$ cat src/rtl/rx_correlator_buff_reader_if.sv
// Handshake and data signals between the ping-pong buffer reader, its BRAM and its consumer.
// The slave modport is the reader. The master modport is the surrounding logic.
interface rx_correlator_buff_reader_if;
    logic               erx_en;
    logic               ibuff_flag;
    logic signed [31:0] iram_data_out;
    logic               oram_r_enable;
    logic [9:0]         oram_r_address;
    logic signed [31:0] osample;
    logic [6:0]         osample_index;
    logic               osample_valid;
    logic               isample_ready;
    logic               olast;
    logic signed [31:0] opeak;
    logic [6:0]         opeak_index;
    logic               opeak_valid;
    logic               obusy;
    logic               ooverrun;

    modport slave (
        input  erx_en, ibuff_flag, iram_data_out, isample_ready,
        output oram_r_enable, oram_r_address, osample, osample_index, osample_valid,
        output olast, opeak, opeak_index, opeak_valid, obusy, ooverrun
    );

    modport master (
        output erx_en, ibuff_flag, iram_data_out, isample_ready,
        input  oram_r_enable, oram_r_address, osample, osample_index, osample_valid,
        input  olast, opeak, opeak_index, opeak_valid, obusy, ooverrun
    );
endinterface

$ cat src/rtl/rx_correlator_buff_reader.sv
// Dumps the just-completed 128-word half of a ping-pong BRAM region to a valid/ready sink and tracks its peak.
// First sample appears 3 cycles after the flag toggle. A 2-entry output buffer with read credits absorbs sink stalls.
module rx_correlator_buff_reader #(
    parameter int RAM_BASE_ADDRESS = 0
) (
    input  logic                      crx_clk,
    input  logic                      rrx_rst,
    rx_correlator_buff_reader_if.slave bus
);
    typedef enum logic [1:0] {S_IDLE, S_READ, S_DRAIN} state_e;

    localparam logic [9:0] BASE = 10'(RAM_BASE_ADDRESS);

    state_e             state_q, state_d;
    logic               flag_q;
    logic               half_q, half_d;
    logic [6:0]         rd_idx_q, rd_idx_d;
    logic [6:0]         rx_idx_q;
    logic               pend_q;
    logic signed [31:0] dat_q [2];
    logic [6:0]         tag_q [2];
    logic               rd_ptr_q, wr_ptr_q;
    logic [1:0]         cnt_q;
    logic signed [31:0] peak_q;
    logic [6:0]         peak_idx_q;
    logic               peak_vld_q;
    logic               pk_first_q;
    logic               ovr_q;

    logic               toggle, start, out_vld, pop, acc, last_acc, rd_en;
    logic [2:0]         credit;

    assign toggle   = flag_q ^ bus.ibuff_flag;
    assign start    = (state_q == S_IDLE) && bus.erx_en && toggle;
    assign out_vld  = (cnt_q != 2'd0);
    assign pop      = out_vld && bus.isample_ready;
    assign acc      = pop && bus.erx_en;
    assign last_acc = acc && (tag_q[rd_ptr_q] == 7'd127);

    // A slot being drained this cycle is free again, so back-to-back reads keep one sample per cycle.
    assign credit   = {1'b0, cnt_q} - {2'b00, pop} + {2'b00, pend_q};
    assign rd_en    = (state_q == S_READ) && bus.erx_en && (credit < 3'd2);

    always_comb begin
        state_d  = state_q;
        half_d   = half_q;
        rd_idx_d = rd_idx_q;
        case (state_q)
            S_IDLE: begin
                if (start) begin
                    state_d  = S_READ;
                    half_d   = flag_q;
                    rd_idx_d = '0;
                end
            end
            S_READ: begin
                if (rd_en) begin
                    rd_idx_d = rd_idx_q + 7'd1;
                    if (rd_idx_q == 7'd127) state_d = S_DRAIN;
                end
            end
            S_DRAIN: begin
                if (last_acc) state_d = S_IDLE;
            end
            default: state_d = S_IDLE;
        endcase
        if (!bus.erx_en) state_d = S_IDLE;
    end

    always_ff @(posedge crx_clk or posedge rrx_rst) begin
        if (rrx_rst) begin
            state_q  <= S_IDLE;
            flag_q   <= 1'b0;
            half_q   <= 1'b0;
            rd_idx_q <= '0;
            pend_q   <= 1'b0;
            ovr_q    <= 1'b0;
        end else begin
            state_q  <= state_d;
            flag_q   <= bus.ibuff_flag;
            half_q   <= half_d;
            rd_idx_q <= rd_idx_d;
            pend_q   <= rd_en;
            if (!bus.erx_en) ovr_q <= 1'b0;
            else if (toggle && (state_q != S_IDLE)) ovr_q <= 1'b1;
        end
    end

    // Reads return in order, so the returning index is a simple counter.
    always_ff @(posedge crx_clk or posedge rrx_rst) begin
        if (rrx_rst) begin
            for (int i = 0; i < 2; i++) begin
                dat_q[i] <= '0;
                tag_q[i] <= '0;
            end
            rd_ptr_q <= 1'b0;
            wr_ptr_q <= 1'b0;
            cnt_q    <= '0;
            rx_idx_q <= '0;
        end else if (!bus.erx_en) begin
            rd_ptr_q <= 1'b0;
            wr_ptr_q <= 1'b0;
            cnt_q    <= '0;
        end else begin
            if (start) rx_idx_q <= '0;
            if (pend_q) begin
                dat_q[wr_ptr_q] <= bus.iram_data_out;
                tag_q[wr_ptr_q] <= rx_idx_q;
                wr_ptr_q        <= ~wr_ptr_q;
                rx_idx_q        <= rx_idx_q + 7'd1;
            end
            if (pop) rd_ptr_q <= ~rd_ptr_q;
            cnt_q <= cnt_q + {1'b0, pend_q} - {1'b0, pop};
        end
    end

    always_ff @(posedge crx_clk or posedge rrx_rst) begin
        if (rrx_rst) begin
            peak_q     <= '0;
            peak_idx_q <= '0;
            peak_vld_q <= 1'b0;
            pk_first_q <= 1'b0;
        end else begin
            peak_vld_q <= last_acc;
            if (start) begin
                pk_first_q <= 1'b1;
            end else if (acc) begin
                pk_first_q <= 1'b0;
                if (pk_first_q || (dat_q[rd_ptr_q] > peak_q)) begin
                    peak_q     <= dat_q[rd_ptr_q];
                    peak_idx_q <= tag_q[rd_ptr_q];
                end
            end
        end
    end

    assign bus.oram_r_enable  = rd_en;
    assign bus.oram_r_address = rd_en ? (BASE + {2'b00, half_q, rd_idx_q}) : 10'd0;
    assign bus.osample        = dat_q[rd_ptr_q];
    assign bus.osample_index  = tag_q[rd_ptr_q];
    assign bus.osample_valid  = out_vld;
    assign bus.olast          = out_vld && (tag_q[rd_ptr_q] == 7'd127);
    assign bus.opeak          = peak_q;
    assign bus.opeak_index    = peak_idx_q;
    assign bus.opeak_valid    = peak_vld_q;
    assign bus.obusy          = (state_q != S_IDLE);
    assign bus.ooverrun       = ovr_q;
endmodule

$ cat src/flat_wrapper.sv
// flat-port wrapper written by rule: the top's interface ports become plain ports
module rx_correlator_buff_reader_flat 
#(
    parameter int RAM_BASE_ADDRESS = 0
)
  (crx_clk, rrx_rst, bus_erx_en, bus_ibuff_flag, bus_iram_data_out, bus_isample_ready, bus_oram_r_enable, bus_oram_r_address, bus_osample, bus_osample_index, bus_osample_valid, bus_olast, bus_opeak, bus_opeak_index, bus_opeak_valid, bus_obusy, bus_ooverrun);
  rx_correlator_buff_reader_if bus_i ();
  input  logic crx_clk;
  input  logic rrx_rst;
  input wire logic [$bits(bus_i.erx_en)-1:0] bus_erx_en;
  input wire logic [$bits(bus_i.ibuff_flag)-1:0] bus_ibuff_flag;
  input wire logic [$bits(bus_i.iram_data_out)-1:0] bus_iram_data_out;
  input wire logic [$bits(bus_i.isample_ready)-1:0] bus_isample_ready;
  output wire logic [$bits(bus_i.oram_r_enable)-1:0] bus_oram_r_enable;
  output wire logic [$bits(bus_i.oram_r_address)-1:0] bus_oram_r_address;
  output wire logic [$bits(bus_i.osample)-1:0] bus_osample;
  output wire logic [$bits(bus_i.osample_index)-1:0] bus_osample_index;
  output wire logic [$bits(bus_i.osample_valid)-1:0] bus_osample_valid;
  output wire logic [$bits(bus_i.olast)-1:0] bus_olast;
  output wire logic [$bits(bus_i.opeak)-1:0] bus_opeak;
  output wire logic [$bits(bus_i.opeak_index)-1:0] bus_opeak_index;
  output wire logic [$bits(bus_i.opeak_valid)-1:0] bus_opeak_valid;
  output wire logic [$bits(bus_i.obusy)-1:0] bus_obusy;
  output wire logic [$bits(bus_i.ooverrun)-1:0] bus_ooverrun;
  assign bus_i.erx_en = bus_erx_en;
  assign bus_i.ibuff_flag = bus_ibuff_flag;
  assign bus_i.iram_data_out = bus_iram_data_out;
  assign bus_i.isample_ready = bus_isample_ready;
  assign bus_oram_r_enable = bus_i.oram_r_enable;
  assign bus_oram_r_address = bus_i.oram_r_address;
  assign bus_osample = bus_i.osample;
  assign bus_osample_index = bus_i.osample_index;
  assign bus_osample_valid = bus_i.osample_valid;
  assign bus_olast = bus_i.olast;
  assign bus_opeak = bus_i.opeak;
  assign bus_opeak_index = bus_i.opeak_index;
  assign bus_opeak_valid = bus_i.opeak_valid;
  assign bus_obusy = bus_i.obusy;
  assign bus_ooverrun = bus_i.ooverrun;
  rx_correlator_buff_reader #(.RAM_BASE_ADDRESS(RAM_BASE_ADDRESS)) u_core (.crx_clk(crx_clk), .rrx_rst(rrx_rst), .bus(bus_i));
endmodule
$ cat config.mk
export PLATFORM = sky130hd
export DESIGN_NAME = rx_correlator_buff_reader_flat
export DESIGN_NICKNAME = d
export VERILOG_FILES = /design/src/rtl/rx_correlator_buff_reader_if.sv /design/src/rtl/rx_correlator_buff_reader.sv /design/src/flat_wrapper.sv
export SDC_FILE = /design/constraint.sdc
export NUM_CORES = 1
export LEC_CHECK = 0
export BUFFER_PORTS_ARGS = -buffer_cell sky130_fd_sc_hd__buf_2
export CAP_MARGIN = 25
export CORE_ASPECT_RATIO = 0.5
export CORE_MARGIN = 4
export CORE_UTILIZATION = 40
export DETAILED_ROUTE_END_ITERATION = 10
export GPL_TIMING_DRIVEN = 1
export MAX_ROUTING_LAYER = met4
export PLACE_DENSITY_LB_ADDON = 0.05
export SYNTH_ARGS = -nofsm -noshare
export SYNTH_HDL_FRONTEND = slang
export SYNTH_SLANG_ARGS = --single-unit
$ cat constraint.sdc
create_clock -name crx_clk -period 13.35 [get_ports crx_clk]
set_input_delay 1.335 -clock crx_clk [delete_from_list [all_inputs] [get_ports crx_clk]]
set_output_delay 1.335 -clock crx_clk [all_outputs]
set_load 0.01 [all_outputs]
---- Yosys cells after proc, flatten, opt, wreduce, memory -nomap -nowiden ----
Cells that the tools add are included.
word-level totals
  register bits after elaboration ......... 143
  input port bits ......................... 37
  output and inout bits ................... 94
  word-level logic and storage cells ...... 103
cells by class
  add/sub/neg operators ................... 6
  order comparisons ....................... 5
  equal/unequal tests ..................... 13
  multiplexer cells ....................... 32
  bitwise logic cells ..................... 6
  reduce and logical (&&, ||, !) cells .... 23
operators by type and width
  operator               count
  $mux W32               4
  $bwmux W64             1
  $mux W7                7
  $demux W32 S1          1
  $gt A32 B32 Y1         1
  $add A7 B1 Y7 const B  2
  $bwmux W14             1
  $eq A7 B7 Y1 const B   2
  $pmux W7 S2            1
  $mux W2                6
  $logic_and A1 B1 Y1    10
  $ne A2 B1 Y1 const B   5
  $reduce_bool A2 Y1     5
  $ne A3 B2 Y1 const B   3
  $mux W1                8
  $mux W8                1
  $demux W7 S1           1
  $pmux W2 S3            1
  $reduce_and A2 Y1      3
  $reduce_and A3 Y1      2
  $ge A2 B2 Y1 const B   2
  $not A1 Y2             2
  $reduce_and A4 Y1      1
  $add A3 B1 Y3          1
  other kinds (12)       14

---- Depth between registers and ports, before layout ----
  depth after elaboration ................. 9
  gate-level depth with buffers ........... 13
  mapped depth without buffers ............ 10

---- Least setup slack after synthesis ----
OpenSTA, ideal clock, no wires.
  path kind ............................... input port to output port
  start ................................... input port bus_isample_ready
  end ..................................... output port bus_oram_r_address[1]
  data arrival time ....................... 3.494 ns
  data required time ...................... 12.015 ns
  slack ................................... 8.521 ns
  cell stages on the path ................. 8
  path buffers ............................ 1
  path through ............................ o21a_1 -> ha_1 -> inv_1 -> ha_1 -> fa_1 -> nor3_1 -> clkbuf_1 -> and2_1
on the way
  cells in the longest elaborated chain, start to end .. 6
RTL lines
  item                         line                              source
  start, declared              flat_wrapper.sv:13                input wire logic [$bits(bus_i.isample_ready)-1:0] bus_isample_ready;
  $logic_and A1 B1 Y1          rx_correlator_buff_reader.sv:36   assign pop = out_vld && bus.isample_ready;
  $sub A2 B1 Y3                rx_correlator_buff_reader.sv:41   assign credit = {1'b0, cnt_q} - {2'b00, pop} + {2'b00, pend_q};
  $add A3 B1 Y3                rx_correlator_buff_reader.sv:41
  $lt A3 B2 Y1                 rx_correlator_buff_reader.sv:42   assign rd_en = (state_q == S_READ) && bus.erx_en && (credit < 3'd2);
  $logic_and A1 B1 Y1          rx_correlator_buff_reader.sv:42
  named net bus_oram_r_enable  flat_wrapper.sv:14                output wire logic [$bits(bus_i.oram_r_enable)-1:0] bus_oram_r_enable;
  $mux W8                      rx_correlator_buff_reader.sv:138  assign bus.oram_r_address = rd_en ? (BASE + {2'b00, half_q, rd_idx_q}) : 10'd0;
  end, declared                flat_wrapper.sv:15                output wire logic [$bits(bus_i.oram_r_address)-1:0] bus_oram_r_address;
The timed path passes the listed nets, and every way through them passes these cells.

---- Worst setup path after layout ----
  start ................................... input port bus_isample_ready
  end ..................................... output port bus_oram_r_address[6]
on the way
  cells in the longest elaborated chain, start to end .. 6
RTL lines
  item                 line
  $logic_and A1 B1 Y1  rx_correlator_buff_reader.sv:36
  $sub A2 B1 Y3        rx_correlator_buff_reader.sv:41
  $add A3 B1 Y3        rx_correlator_buff_reader.sv:41
  $lt A3 B2 Y1         rx_correlator_buff_reader.sv:42
  $logic_and A1 B1 Y1  rx_correlator_buff_reader.sv:42
  $mux W8              rx_correlator_buff_reader.sv:138
Every way passes these cells.

==> metrics.txt <==
vias in the first global route=4782; P&R area growth vs syn=21.1%; final hold vios=0; Core Util, Final=50.5%; n_diodes=0; met3 GRT Util=4.12%; Mapped Cells=549; CTS Buf Count=17; Ports=131; antenna-violating nets left=0; final setup vio count=0; peak supply drop=0.000109 V; nets=755; via count=4575; post-synthesis cell area=6990 sq um; violation count after the first detailed-routing iteration=110; Min Hold Slack=0.491 ns; Tot GR Track Use=17.1%; Clock Pin Slew Worst Setup and Hold Paths=0.06 ns; core area=16800 sq um; number of post-CTS setup repair buffers=0; Placer Congestion=0.744; Clock Power Share=24.1%; WL/cell=17.0 um; placed cell areas=7880 sq um; post-synthesis async set-or-reset flop share=100%; RSZ-0062 raised after global routing=false; Comb pwr share=41.8%; Clock Tree Buf Depth=2; GR Util met1=23.4%; global route hottest layer=met2; Synthesis Warnings=0; First-pass DRT Iterations=4; Final Worst Setup Slack=8.64 ns; Die H=101 um; final cell count without fillers=921; final period utilization=35.2%; Area contributors post-synth=dfrtp_1 (51%), mux2_2 (23%), ha_1 (6.4%); pre-CTS setup slack=8.63 ns; clock latency at the later pin of the worst-skew pair=0.42 ns; Avg Cell Area, Syn=12.7 sq um; worst relative slew slack=39.6%; Crit path required time=12.02 ns; # rows=33; Pwr Total=1.93 mW; GR Util met2=25.9%; Slew Limit Fails=0; final WL=15700 um; crit path kind=in2out; Reg2Reg Setup Slack=9.16 ns; most instantiated cells after synthesis=mux2_2 (145), dfrtp_1 (143), inv_1 (40); register bit count reported by yosys=143; aggregate negative setup slack=0 ns; worst-margin pin slew=0.906 ns; status=complete, no violations; Main synth FF type=dfrtp_1; Critical Path Fanout Max=15; minimum clock period=4.71 ns; htree depth=4; DR DRC count=0; net load switching power=696 uW; initial antenna violation count=0; pin count of the biggest net entering global routing=75; TritonCTS clock tree=yes; fmax=0.213 GHz; Initial Util=41.7%; CTS Hold Bufs=0; Root Driver=clkbuf_16; PD cells=228 nW/um^2; post-CTS resize count=0; Leakage=4.29 nW; Port-buffer cells=128; global route overflow=0; HPWL Detailed=11000 um; chip width=195 um; Clock Sinks=143; CP arrival=3.37 ns; number of enable flip-flop cells after synthesis=0; Cell variety after synth=48; Hold/Removal Path Class=reg2reg; final clock skew=0.0104 ns; die area=19800 sq um; share of cells above drive strength 1=47.6%; max-cap check violation count=0; CP endpoint kind=output pin; CP startpoint kind=input port; leading area contributor after synthesis=dfrtp_1; design area=8460 sq um; Yosys top cell area share=51.2%; post-synthesis sequential area ratio=51.2%; Via density=4.97; Sw Ratio=36.0%; power share of the sequential group=34.0%; Cells after DPL=889; wire length of the first global-routing pass=25800 um; most frequent cell after synthesis=mux2_2; fillers=1573; Int Pwr=1.24 mW
[layout make-up]
type | count | area [sq um] | share of cell area [%]
multi-input cells | 345 | 3170 | 37.5
clock inverters | 13 | 130 | 1.54
repair buffers | 134 | 686 | 8.10
flip-flops and latches | 143 | 3580 | 42.3
well taps | 227 | 284 | 3.36
clock buffers | 19 | 453 | 5.35
inverters | 40 | 155 | 1.83
[worst paths after layout]
path	depth (start not counted)	end	from
max	10	bus_oram_r_address[6]	bus_isample_ready
min	2	u_core.pk_first_q	u_core.pk_first_q
max reg2reg	10	u_core.bus.opeak[13]	u_core.rd_ptr_q
min reg2reg	2	u_core.pk_first_q	u_core.pk_first_q
max in group asynchronous	3	u_core.dat_q[28]	rrx_rst
min in group asynchronous	2	u_core.dat_q[0]	rrx_rst
[power groups by stage]
stage	combinational, mW	sequential, mW	clock [mW]
final	0.808	0.658	0.467
after CTS	0.827	0.659	0.479
after global routing	0.912	0.677	0.500
after floorplan	0.561	0.655	0
after global placement	0.814	0.662	0
after detailed placement	0.824	0.666	0
[cells in the final DEF (no fill, tap or decap), types with 2 or more instances in the layout]
master,count
nand3_1,4
inv_6,5
a32o_1,2
or2_2,2
mux2i_1,2
nor2_1,17
dfrtp_1,142
a21oi_1,17
inv_1,39
conb_1,2
clkbuf_16,17
mux2_4,10
xor2_1,9
and2_1,12
nor4_1,3
ha_1,36
nand2_1,22
nand4_1,11
o211ai_1,2
clkinvlp_4,4
nor3_1,3
nor2b_1,5
and3_1,2
clkbuf_8,2
a31oi_1,3
mux2_2,145
o21a_1,4
buf_2,128
a21o_1,2
clkinv_4,4
o21ai_0,9
buf_4,6
xnor2_1,2
or3_1,2
[logic make-up (layout without fill, tap and decap cells)]
kind of cell / after synthesis / in the layout / share of synthesized area [%]
AO/OA/AOI/OAI: 47 / 47 / 4.28
multiplexers: 157 / 157 / 25.8
adder cells (fa/ha/maj): 37 / 37 / 6.73
flip-flops: 143 / 143 / 51.2
XOR/XNOR: 11 / 11 / 1.38
other: 1 / 2 / 0.0537
AND/OR/NAND/NOR: 91 / 91 / 6.86
buffers and inverters: 62 / 206 / 3.69
[registers in the layout, summed over array words and instances, names as in the netlist]
signal / cells
u_core.flag_q: 1
u_core.rd_idx_q: 7
u_core.pk_first_q: 1
u_core.wr_ptr_q: 1
u_core.state_q: 2
u_core.cnt_q: 2
u_core.rd_ptr_q: 1
u_core.bus.opeak: 32
u_core.tag_q: 14
u_core.half_q: 1
u_core.bus.ooverrun: 1
u_core.pend_q: 1
u_core.dat_q: 64
u_core.rx_idx_q: 7
u_core.bus.opeak_index: 7
u_core.bus.opeak_valid: 1
[routing by layer]
| layer | up-vias | wire, um |
|---|---|---|
| met5 | - | 0 |
| met4 | 0 | 140 |
| met3 | 12 | 574 |
| met2 | 67 | 7070 |
| met1 | 2303 | 7870 |
| li1 | 2193 | - |
[critical path, cell delays in order]
cell and delay (ns):
buf_2 0.10, o21a_1 0.14, ha_1 0.28, inv_1 0.04, ha_1 0.18, fa_1 0.49, nor3_1 0.28, buf_4 0.24
and2_1 0.15, buf_2 0.13
Note: power is estimated with default switching activity, not from simulation.
